[src/rtl/jtag_tap_ctrl.sv]
// IEEE 1149.1 TAP controller for the RD53A boundary-scan chain: TAP FSM, instruction
// register, IDCODE/BYPASS data registers, BSC-chain control decode and TDO mux.
module jtag_tap_ctrl #(
  parameter int unsigned IR_WIDTH = 4,
  parameter logic [31:0] IDCODE   = 32'h0000_0001
) (
  input  logic                TCK,
  input  logic                RESET,
  input  logic                TMS,
  input  logic                TDI,
  input  logic                BSC_TDO,
  output logic                TDO,
  output logic                TDO_EN,
  output logic                SHIFT_DR,
  output logic                SHIFT_EN,
  output logic                UPDATE_DR,
  output logic                MODE,
  output logic [3:0]          TAP_STATE,
  output logic [IR_WIDTH-1:0] IR_Q
);

  typedef enum logic [3:0] {
    S_EX2DR = 4'h0, S_EX1DR = 4'h1, S_SHDR  = 4'h2, S_PADR  = 4'h3,
    S_SELIR = 4'h4, S_UPDR  = 4'h5, S_CAPDR = 4'h6, S_SELDR = 4'h7,
    S_EX2IR = 4'h8, S_EX1IR = 4'h9, S_SHIR  = 4'hA, S_PAIR  = 4'hB,
    S_RTI   = 4'hC, S_UPIR  = 4'hD, S_CAPIR = 4'hE, S_TLR   = 4'hF
  } tap_state_t;

  localparam logic [IR_WIDTH-1:0] IR_EXTEST  = '0;
  localparam logic [IR_WIDTH-1:0] IR_SAMPLE  = IR_WIDTH'(1);
  localparam logic [IR_WIDTH-1:0] IR_IDCODE  = IR_WIDTH'(2);
  localparam logic [IR_WIDTH-1:0] IR_CAPTURE = IR_WIDTH'(1);

  tap_state_t          r_state;
  tap_state_t          w_state_nxt;
  logic [IR_WIDTH-1:0] r_ir_sr;
  logic [IR_WIDTH-1:0] w_ir_sr_nxt;
  logic [IR_WIDTH-1:0] r_ir_q;
  logic [31:0]         r_id_sr;
  logic [31:0]         w_id_sr_nxt;
  logic                r_bypass;
  logic                w_bypass_nxt;
  logic                r_tdo;
  logic                r_tdo_en;
  logic                r_tdo_bsc;
  logic                w_tdo_nxt;
  logic                w_sel_bsc;
  logic                w_sel_id;
  logic                w_sel_byp;

  assign w_sel_bsc = (r_ir_q == IR_EXTEST) || (r_ir_q == IR_SAMPLE);
  assign w_sel_id  = (r_ir_q == IR_IDCODE);
  assign w_sel_byp = !(w_sel_bsc || w_sel_id);

  always_comb begin
    w_state_nxt = S_TLR;
    case (r_state)
      S_TLR:   w_state_nxt = TMS ? S_TLR   : S_RTI;
      S_RTI:   w_state_nxt = TMS ? S_SELDR : S_RTI;
      S_SELDR: w_state_nxt = TMS ? S_SELIR : S_CAPDR;
      S_CAPDR: w_state_nxt = TMS ? S_EX1DR : S_SHDR;
      S_SHDR:  w_state_nxt = TMS ? S_EX1DR : S_SHDR;
      S_EX1DR: w_state_nxt = TMS ? S_UPDR  : S_PADR;
      S_PADR:  w_state_nxt = TMS ? S_EX2DR : S_PADR;
      S_EX2DR: w_state_nxt = TMS ? S_UPDR  : S_SHDR;
      S_UPDR:  w_state_nxt = TMS ? S_SELDR : S_RTI;
      S_SELIR: w_state_nxt = TMS ? S_TLR   : S_CAPIR;
      S_CAPIR: w_state_nxt = TMS ? S_EX1IR : S_SHIR;
      S_SHIR:  w_state_nxt = TMS ? S_EX1IR : S_SHIR;
      S_EX1IR: w_state_nxt = TMS ? S_UPIR  : S_PAIR;
      S_PAIR:  w_state_nxt = TMS ? S_EX2IR : S_PAIR;
      S_EX2IR: w_state_nxt = TMS ? S_UPIR  : S_SHIR;
      S_UPIR:  w_state_nxt = TMS ? S_SELDR : S_RTI;
      default: w_state_nxt = S_TLR;
    endcase
  end

  // Only the selected data register captures/shifts; everything holds in pause/exit states.
  always_comb begin
    w_ir_sr_nxt  = r_ir_sr;
    w_id_sr_nxt  = r_id_sr;
    w_bypass_nxt = r_bypass;
    case (r_state)
      S_CAPIR: w_ir_sr_nxt = IR_CAPTURE;
      S_SHIR:  w_ir_sr_nxt = {TDI, r_ir_sr[IR_WIDTH-1:1]};
      S_CAPDR: begin
        if (w_sel_id)  w_id_sr_nxt  = IDCODE;
        if (w_sel_byp) w_bypass_nxt = 1'b0;
      end
      S_SHDR: begin
        if (w_sel_id)  w_id_sr_nxt  = {TDI, r_id_sr[31:1]};
        if (w_sel_byp) w_bypass_nxt = TDI;
      end
      default: ;
    endcase
  end

  always_comb begin
    w_tdo_nxt = 1'b0;
    if (w_state_nxt == S_SHIR) begin
      w_tdo_nxt = w_ir_sr_nxt[0];
    end else if (w_state_nxt == S_SHDR) begin
      if (w_sel_id)       w_tdo_nxt = w_id_sr_nxt[0];
      else if (w_sel_byp) w_tdo_nxt = w_bypass_nxt;
    end
  end

  always_ff @(posedge TCK) begin
    if (RESET) begin
      r_state   <= S_TLR;
      r_ir_sr   <= '0;
      r_ir_q    <= IR_IDCODE;
      r_id_sr   <= IDCODE;
      r_bypass  <= 1'b0;
      r_tdo     <= 1'b0;
      r_tdo_en  <= 1'b0;
      r_tdo_bsc <= 1'b0;
    end else begin
      r_state  <= w_state_nxt;
      r_ir_sr  <= w_ir_sr_nxt;
      r_id_sr  <= w_id_sr_nxt;
      r_bypass <= w_bypass_nxt;
      if (r_state == S_TLR)       r_ir_q <= IR_IDCODE;
      else if (r_state == S_UPIR) r_ir_q <= r_ir_sr;
      r_tdo     <= w_tdo_nxt;
      r_tdo_en  <= (w_state_nxt == S_SHDR) || (w_state_nxt == S_SHIR);
      r_tdo_bsc <= (w_state_nxt == S_SHDR) && w_sel_bsc;
    end
  end

  // The last BSC scan FF already launches on posedge TCK, so its bit is passed
  // straight through under a registered select instead of being re-registered.
  assign TDO       = r_tdo_bsc ? BSC_TDO : r_tdo;
  assign TDO_EN    = r_tdo_en;
  assign SHIFT_EN  = w_sel_bsc && ((r_state == S_CAPDR) || (r_state == S_SHDR));
  assign SHIFT_DR  = w_sel_bsc && (r_state == S_SHDR);
  assign UPDATE_DR = w_sel_bsc && (r_state == S_UPDR);
  assign MODE      = (r_ir_q == IR_EXTEST);
  assign TAP_STATE = r_state;
  assign IR_Q      = r_ir_q;

endmodule

[config.mk]
export PLATFORM = sky130hd
export DESIGN_NAME = jtag_tap_ctrl
export DESIGN_NICKNAME = d
export VERILOG_FILES = /design/src/rtl/jtag_tap_ctrl.sv
export SDC_FILE = /design/constraint.sdc
export NUM_CORES = 1
export LEC_CHECK = 0
export CORE_MARGIN = 1.5
export CORE_UTILIZATION = 25
export CTS_CLUSTER_DIAMETER = 40
export DETAILED_ROUTE_END_ITERATION = 10
export SLEW_MARGIN = 0
export SYNTH_ARGS = -nofsm -noshare
export SYNTH_HDL_FRONTEND = slang
export SYNTH_SLANG_ARGS = --single-unit
[constraint.sdc]
create_clock -name TCK -period 1.6 [get_ports TCK]
set_input_delay 0.32 -clock TCK [delete_from_list [all_inputs] [get_ports TCK]]
set_output_delay 0.32 -clock TCK [all_outputs]
set_load 0.1 [all_outputs]
; ---- Yosys cells after proc, flatten, opt, wreduce, memory -nomap -nowiden
; Index checks and enable logic that the tools add are counted.
[totals]
ff_bits = 48
latchBits = 0
mem_bits_rw = 0
rom_bits = 0
input_bits = 5
out_inout_bits = 14
elab_cells = 73
n_memories = 0
[classes]
add_sub_neg = 0
n_mul = 0
div = 0
order_cmp = 0
n_eq_ne = 21
n_shift = 0
mux = 25
bitwise_logic = 0
reduce_logical = 17
[op_table]
columns = operator, n
row1 = $mux 32, 2
row2 = $pmux 32 s2, 1
row3 = $pmux 4 s12, 1
row4 = $eq 4x4->1 const B, 9
row5 = $eq 4x2->1 const B, 4
row6 = $eq 4x3->1 const B, 4
row7 = $mux 2, 6
row8 = $mux 3, 4
row9 = $eq 4x1->1 const B, 2
row10 = $logic_not 4->1, 2
row11 = $mux 1, 8
row12 = $pmux 4 s2, 1
row13 = $reduce_or 2->1, 3
row14 = $logic_and 1x1->1, 4
row15 = $logic_or 1x1->1, 4
row16 = $mux 4, 1
row17 = $ne 2x2->1 const B, 2
row18 = $reduce_bool 2->1, 2
row19 = $reduce_and 3->1, 1
row20 = $reduce_or 3->1, 1
row21 = $pmux 1 s2, 1

; ---- Longest topological paths before layout
; Gate-level depths: netlist of the first run.
[depth]
depth_word = 9
ltp_mapped = 6
mapped_depth_nobuf = 4

; ---- Worst setup path after synthesis of the first run
; OpenSTA, ideal clock, no wires.
[synth_timing]
kind = register to output
from = register r_state[2], in the netlist TAP_STATE[2]
to = output port UPDATE_DR
arrival_time_ps = 4406
t_required_ps = 1280
slack_ps = -3126
path_stages_with_launch = 5
path_buffers = 2
path_cell_list = dfxtp_1 buf_2 clkbuf_1 nand2_1 nor4_1
[synth_via]
elab_chain_cells = 2
[synth_rtl]
columns = element, line_no
row1 = from (decl), 34  ; tap_state_t r_state;
row2 = from (signal assigned), 119  ; r_state <= w_state_nxt;
row3 = $eq 4x3->1, 137  ; assign UPDATE_DR = w_sel_bsc && (r_state == S_UPDR);
row4 = $logic_and 1x1->1, 137
row5 = to (decl), 16  ; output logic UPDATE_DR,
; Every way passes these cells.

; ---- Worst setup path after layout of the first run
[layout_timing]
from = register r_ir_q[1], in the netlist IR_Q[1]
to = output port UPDATE_DR
[layout_via]
elab_chain_cells = 3
elab_cells_between_ends = 4
classes_between = eq/ne (1) / reduce/logical (3)
[layout_rtl]
columns = element, line_no
row1 = from (decl), 38  ; logic [IR_WIDTH-1:0] r_ir_q;
row2 = from (signal assigned), 124  ; else if (r_state == S_UPIR) r_ir_q <= r_ir_sr;
row3 = $eq 4x1->1 or $logic_not 4->1 (tied branches), 51  ; assign w_sel_bsc = (r_ir_q == IR_EXTEST) || (r_ir_q == IR_SAMPLE);
row4 = $logic_or 1x1->1 *, 51
row5 = $logic_and 1x1->1 *, 137
; Mark *: on every way between the ends. The rest lies on a longest branch, timed or not.

==> results.txt, run 1 <==
max incr delay on CP - 0.43 ns
cell area after synthesis - 2010 µm²
combinational share of power - 22.3%
most frequent cell after synthesis - dfxtp_1
TritonCTS Buffers - 5
CORE AREA - 7770 µm²
CTS sink count - 48
Net Sw Frac - 30.2%
share of layout cells above drive strength 1 - 26.0%
Die X - 92.7 µm
FFs w/ async S/R, synth - 0%
CP Data Required Time - 1.28 ns
first-pass detailed-route iteration total - 4
WS Path Type - reg -> out
final setup fails - 4
Initial DRC Count - 72
Area Overhead vs Synth - 36.9%
outcome - complete, but fails checks
GR peak layer - met2
met1 usage - 13.7%
Syn Nets - 240
htree depth - 2
yosys warns - 0
NetSw - 0.753 mW
Clk pwr share - 27.8%
Final GP Congestion - 0.796
Worst path slowest cell - or3_4
DIE AREA - 8600 µm²
deepest clock path buffer count - 2
HPWL Detailed - 2.73 mm
crit path cell chain - or3_4, nor4_4, buf_12
IO Pins - 19
final slew viol count - 0
post-layout util - 35.5%
hold_ws - 0.454 ns
share of power burned in registers - 49.9%
failing checks - setup timing
Inserted Diodes - 0
Synth Register Bits - 48
nets@finish - 270
final WL - 4.21 mm
initial antenna violation count - 0
LEAKAGE - 0.956 nW
crit-path max FO - 4
sequential-to-total area share from yosys stat - 47.7%
Tot GR Track Use - 10.7%
total grt overflow - 0
crit share post-route - 118%
PD cells - 905 nW/µm²
top cells by area, synth - dfxtp_1 48%, nand3b_1 12%, a21oi_1 9.4%, nand2_1 7.1%, nor2_1 2.8%
Post-synth EDFFs - 0
Post-CTS Hold Buffers - 0
Main synth FF type - dfxtp_1
Synth Instances - 235
min-delay worst type - reg -> reg
CP startpoint kind - flip-flop
met3 usage - 3.12%
Clk pin slew, worst setup/hold paths - 0.09 ns
via count - 1710
Slew headroom - 75.7%
clock insertion delay at the later pin of the skew report - 0.30 ns
cell taking the most area after synthesis - dfxtp_1
Port Buffers - 18
worst clock skew - 0.00964 ns
Slew @ Worst Pin - 0.363 ns
Setup WS post-layout - -0.285 ns
first-pass GRT wire length - 7.60 mm
DRT antenna net count - 0
CTS Root Cell - clkbuf_8
vias in the first global route - 1695
Syn Area/Cell - 8.57 µm²
Die Y - 92.7 µm
fin crit period - 1.88 ns
WL/cell - 11.5 µm
share of the synthesized area in the top cell type - 47.7%
Hold Fails Final Rpt - 0
fillers - 821
Max-cap violations - 0
Worst VDD drop - 0.368 mV
largest net degree at the start of global routing - 37
DRC - 0
Row Count - 32
Pint - 1.74 mW
worst path arrival time - 1.56 ns
GRT met2 Usage - 17.8%
Starting Density - 25.9%
CP Capture Type - primary output
synth cell count leaders - 48 x dfxtp_1, 38 x a21oi_1, 38 x nand2_1
FMAX - 0.531 GHz
CTS tree - yes
Vias/cell - 4.66
RSZ-0062 raised after global routing - yes
Netlist cell types - 33
worst max-delay path: cells and delay by family, from the launching register on:
| kind | cells | cell delay (ns) |
|---|---|---|
| DFF | 1 | 0.35 |
| buffers and inverters | 1 | 0.21 |
| and+or+nand+nor | 2 | 0.70 |
power groups by stage:
stage | Sequential [mW] | Clock [mW] | Combinational [mW]
5_1_grt | 1.25 | 0.779 | 0.588
3_5_place_dp | 1.27 | 0 | 0.532
3_3_place_gp | 1.27 | 0 | 0.530
4_1_cts | 1.25 | 0.722 | 0.539
2_1_floorplan | 1.38 | 0 | 0.258
6_report | 1.24 | 0.693 | 0.555
area by class of cell:
class                           instances  area [µm²]  area share [%]
Tap cell                              102         128            4.63
Sequential cell                        48         988            35.9
Clock inverter                          2        11.3           0.409
Clock buffer                            5        68.8            2.50
Timing Repair Buffer                   44         532            19.3
Multi-Input combinational cell        166        1030            37.3
path summary, 6_finish.rpt:
path | cells after the start | from | slack (ns) | endpoint
setup / recovery | 3 | IR_Q[1]$_SDFFE_PP1P_ | -0.28 | UPDATE_DR
hold / removal | 2 | r_id_sr[10]$_SDFFE_PP0P_ | 0.45 | r_id_sr[10]$_SDFFE_PP0P_
setup reg to reg | 6 | IR_Q[1]$_SDFFE_PP1P_ | 0.04 | r_id_sr[30]$_SDFFE_PP0P_
hold reg to reg | 2 | r_id_sr[10]$_SDFFE_PP0P_ | 0.45 | r_id_sr[10]$_SDFFE_PP0P_
logic make-up after synthesis:
group | after synthesis | synth area share [%]
buffers and inverters | 21 | 4.79
DFF | 48 | 47.7
and+or+nand+nor | 115 | 32.5
muxes | 4 | 2.05
AOI/OAI and AO/OA | 47 | 12.9
registers in the layout (all words and copies together) (netlist names):
name	cells
TAP_STATE	4
r_tdo_bsc	1
r_tdo	1
r_bypass	1
TDO_EN	1
r_id_sr	32
IR_Q	4
r_ir_sr	4
what timing repair did:
item / in CTS / in global routing
pin swaps: 1 / 5
setup buffers: 1 / 4
cloned: 0 / 0
setup endpoints to repair: 4 / 36
resized for setup: 1 / 3
layer usage:
metal  up-vias  wire [µm]
li1        867          -
met1       813       2040
met2        27       1980
met3         3        160
met4         0         21
met5         -          0
per-stage QoR:
step / area, µm² / TNS (ns) / std cells / power (mW) / setup WS, ns
3_3_place_gp: 2620 / -0.0578 / 355 / 1.80 / -0.0578
5_1_grt: 2760 / -4.90 / 367 / 2.62 / -0.358
6_report: 2760 / -1.01 / 367 / 2.49 / -0.285
2_1_floorplan: 2120 / -2.19 / 235 / 1.64 / -0.706
4_1_cts: 2710 / -1.08 / 363 / 2.51 / -0.309
3_5_place_dp: 2620 / -0.112 / 355 / 1.81 / -0.112
placed cells by master (no fill, tap or decap), types with 2 or more instances in the layout:
cell type,Yosys,routed
o21ai_0,2,2
nand2_1,38,37
a21oi_1,38,38
mux2i_1,3,3
dfxtp_4,0,7
nor3b_1,6,6
nand3b_1,31,31
nand3_1,3,3
nor2_4,0,2
buf_12,0,15
buf_4,3,24
a211o_1,2,2
nor3_1,4,3
nor2_1,15,12
nor2b_1,3,3
dfxtp_1,48,40
clkdlybuf4s50_1,0,4
nor4b_2,1,2
clkbuf_8,0,5
nor4_1,3,2
(Power assumes the default switching activity.)
==> inputs of run 2 (changes only) <==
- ABC_AREA: not set -> 1
==> run 2 against run 1 <==
Effect of this change: the run still ends with setup timing left; die area is 0.72% higher; fmax is 16% higher; sequential share of layout area is 0.87 points higher; critical path type unchanged; sequential cell count stayed put; clock power is 20% higher; first-iteration DRC count is 58% higher; synthesized area is 0.75% higher; non-clock buffer count is 12 lower; via count is 0.94% higher; largest cell class is now flip-flops and latches; wire length is 2.0% lower; combinational power is 67% higher.
==> results.txt, run 2 <==
Netlist cell types - 25 (was 33)
DRT antenna net count - 0 (unchanged)
final slew viol count - 0 (unchanged)
TritonCTS Buffers - 5 (unchanged)
Tot GR Track Use - 10.3% (was 10.7%)
CP Capture Type - primary output (unchanged)
CP Data Required Time - 1.28 ns (about the same)
crit share post-route - 101% (was 118%)
Clk pin slew, worst setup/hold paths - 0.09 ns (about the same)
CTS tree - yes (unchanged)
largest net degree at the start of global routing - 36 (was 37)
Inserted Diodes - 0 (unchanged)
PD cells - 1130 nW/µm² (was 905 nW/µm²)
min-delay worst type - reg -> reg (unchanged)
initial antenna violation count - 0 (unchanged)
LEAKAGE - 1.03 nW (was 0.956 nW)
most frequent cells in the layout - 99 x nand2_1, 40 x dfxtp_1, 34 x a21oi_1 (was 40 x dfxtp_1, 38 x a21oi_1, 37 x nand2_1)
htree depth - 2 (unchanged)
final instance count without filler cells - 397 (was 367)
CTS sink count - 48 (unchanged)
yosys warns - 0 (unchanged)
Post-synth EDFFs - 0 (unchanged)
Worst R2R Start - IR_Q[0]$_SDFFE_PP0P_ (was IR_Q[1]$_SDFFE_PP1P_)
Slew headroom - 70.1% (was 75.7%)
FFs w/ async S/R, synth - 0% (unchanged)
CTS Root Cell - clkbuf_8 (unchanged)
Post-CTS Hold Buffers - 0 (unchanged)
CP startpoint kind - flip-flop (unchanged)
CORE AREA - 7810 µm² (was 7770 µm²)
first-pass GRT wire length - 7.17 mm (was 7.60 mm)
compound-gate portion of the synthesized area - 13.1% (was 12.9%)
sequential-to-total area share from yosys stat - 47.4% (was 47.7%)
Hold Fails Final Rpt - 0 (unchanged)
crit path from - TAP_STATE[3]$_SDFF_PP1_ (was IR_Q[1]$_SDFFE_PP1P_)
Syn Nets - 270 (was 240)
post-synthesis mux area share - 0.555% (was 2.05%)
Die Y - 93.1 µm (was 92.7 µm)
hold path startpoint - r_id_sr[14]$_SDFFE_PP0P_ (was r_id_sr[10]$_SDFFE_PP0P_)
Initial DRC Count - 114 (was 72)
vias in the first global route - 1583 (was 1695)
outcome - complete, but fails checks (unchanged)
DIE AREA - 8660 µm² (was 8600 µm²)
WS Path Type - reg -> out (unchanged)
worst clock skew - 0.00586 ns (was 0.00964 ns)
share of layout cells above drive strength 1 - 24.4% (was 26.0%)
deepest clock path buffer count - 2 (unchanged)
Syn Area/Cell - 7.65 µm² (was 8.57 µm²)
final setup fails - 3 (was 4)
fin crit period - 1.62 ns (was 1.88 ns)
share of the synthesized area in the top cell type - 47.4% (was 47.7%)
adder-cell share of the synthesized area - 0% (unchanged)
largest family of logic cells by synthesized area - simple AND/OR/NAND/NOR gates (unchanged)
failing checks - setup timing (unchanged)
Final Power - 3.04 mW (was 2.49 mW)
synth cell count leaders - 102 x nand2_1, 48 x dfxtp_1, 34 x a21oi_1 (was 48 x dfxtp_1, 38 x a21oi_1, 38 x nand2_1)
worst path arrival time - 1.30 ns (was 1.56 ns)
IO Pins - 19 (unchanged)
Most flops, register - r_id_sr (unchanged)
RSZ-0062 raised after global routing - yes (unchanged)
crit-path max FO - 5 (was 4)
FMAX - 0.618 GHz (was 0.531 GHz)
post-synthesis xor/xnor area fraction - 0% (unchanged)
TNS Setup - -0.0335 ns (was -1.01 ns)
Synth Register Bits - 48 (unchanged)
cell taking the most area after synthesis - dfxtp_1 (unchanged)
most common cell after layout, fill and taps aside - nand2_1 (was dfxtp_1)
via count - 1726 (was 1710)
Row Count - 32 (unchanged)
total grt overflow - 0 (unchanged)
Port Buffers - 18 (unchanged)
cell area after synthesis - 2030 µm² (was 2010 µm²)
Area Overhead vs Synth - 32.6% (was 36.9%)
Starting Density - 26.0% (was 25.9%)
hold_ws - 0.461 ns (was 0.454 ns)
clock insertion delay at the later pin of the skew report - 0.30 ns (about the same)
Die X - 93.1 µm (was 92.7 µm)
final WL - 4.12 mm (was 4.21 mm)
Vias/cell - 4.35 (was 4.66)
Synth Area in Simple Gates - 28.9% (was 32.5%)
first-pass detailed-route iteration total - 4 (unchanged)
Largest register FFs - 32 (unchanged)
DRC - 0 (unchanged)
WL/cell - 10.4 µm (was 11.5 µm)
Max-cap violations - 0 (unchanged)
cell count after placement - 381 (was 355)
top cells by area, synth - dfxtp_1 47%, nand2_1 19%, a21oi_1 8.4%, clkbuf_8 3.4%, inv_1 3.0% (was dfxtp_1 48%, nand3b_1 12%, a21oi_1 9.4%, nand2_1 7.1%, nor2_1 2.8%)
Setup WS post-layout - -0.0188 ns (was -0.285 ns)
most frequent cell after synthesis - nand2_1 (was dfxtp_1)
Main synth FF type - dfxtp_1 (unchanged)
nets@finish - 299 (was 270)
Slew @ Worst Pin - 0.444 ns (was 0.363 ns)
Final GP Congestion - 0.883 (was 0.796)
HPWL Detailed - 2.79 mm (was 2.73 mm)
post-layout util - 34.5% (was 35.5%)
Synth Instances - 265 (was 235)
Worst VDD drop - 0.511 mV (was 0.368 mV)
## run 2: cell types whose count changed after synthesis, moves of 6 or more
cell,before,now
a21oi_2,0,6
clkbuf_1,13,0
inv_1,0,16
nand2_1,38,102
nand3b_1,31,1
nor3b_1,6,0
## run 2: final cells by class
cell class | instances | area (µm²)
fill | 808 | 5120
sequential | 48 | 988
multi-input combinational | 187 | 940
timing repair buffer | 32 | 438
tap | 102 | 128
clock buffer | 6 | 93.8
inverter | 20 | 85.1
clock inverter | 2 | 17.5
## run 2: timing repair
action / CTS / global route
gates resized for setup: 4 / 2
pin swaps: 5 / 2
setup endpoints to repair: 3 / 3
buffers inserted: 8 / 0
## run 2: path summary, 6_finish.rpt
check,endpoint,slack [ns],depth (start not counted)
max reg2reg,r_tdo$_SDFF_PP0_,0.17,9
max,SHIFT_DR,-0.02,4
min,r_id_sr[13]$_SDFFE_PP0P_,0.46,2
min reg2reg,r_id_sr[13]$_SDFFE_PP0P_,0.46,2
## run 2: routing by layer
layer / up-vias / GRT usage [%] / wire length [µm]
met1: 782 / 14.3 / 2030
li1: 900 / - / -
met4: 0 / 4.17 / 80
met3: 7 / 2.03 / 211
met5: - / 0 / 0
met2: 37 / 15.4 / 1800
## run 2: logic make-up after synthesis
group / after synthesis
AOI/OAI and AO/OA: 47
buffers and inverters: 30
DFF: 48
muxes: 1
and+or+nand+nor: 139
## run 2: metrics by stage
| stage | area [µm²] | setup WS, ns |
|---|---|---|
| global route | 2690 | -0.0801 |
| detailed placement | 2500 | 0.0747 |
| CTS | 2680 | -0.0417 |
| floorplan | 2120 | -0.311 |
| global placement | 2500 | 0.0958 |
| finish | 2690 | -0.0188 |
## run 2: report_power, final
group | total (mW) | switching [mW] | internal (mW)
registers | 1.29 | 0.0503 | 1.24
clock network | 0.830 | 0.422 | 0.408
logic | 0.925 | 0.621 | 0.304
## run 2: worst max-delay path: stages (launching register included)
cell     delay, ns
dfxtp_4       0.36
inv_2         0.11
nand2_2       0.10
nor3_4        0.23
buf_12        0.20
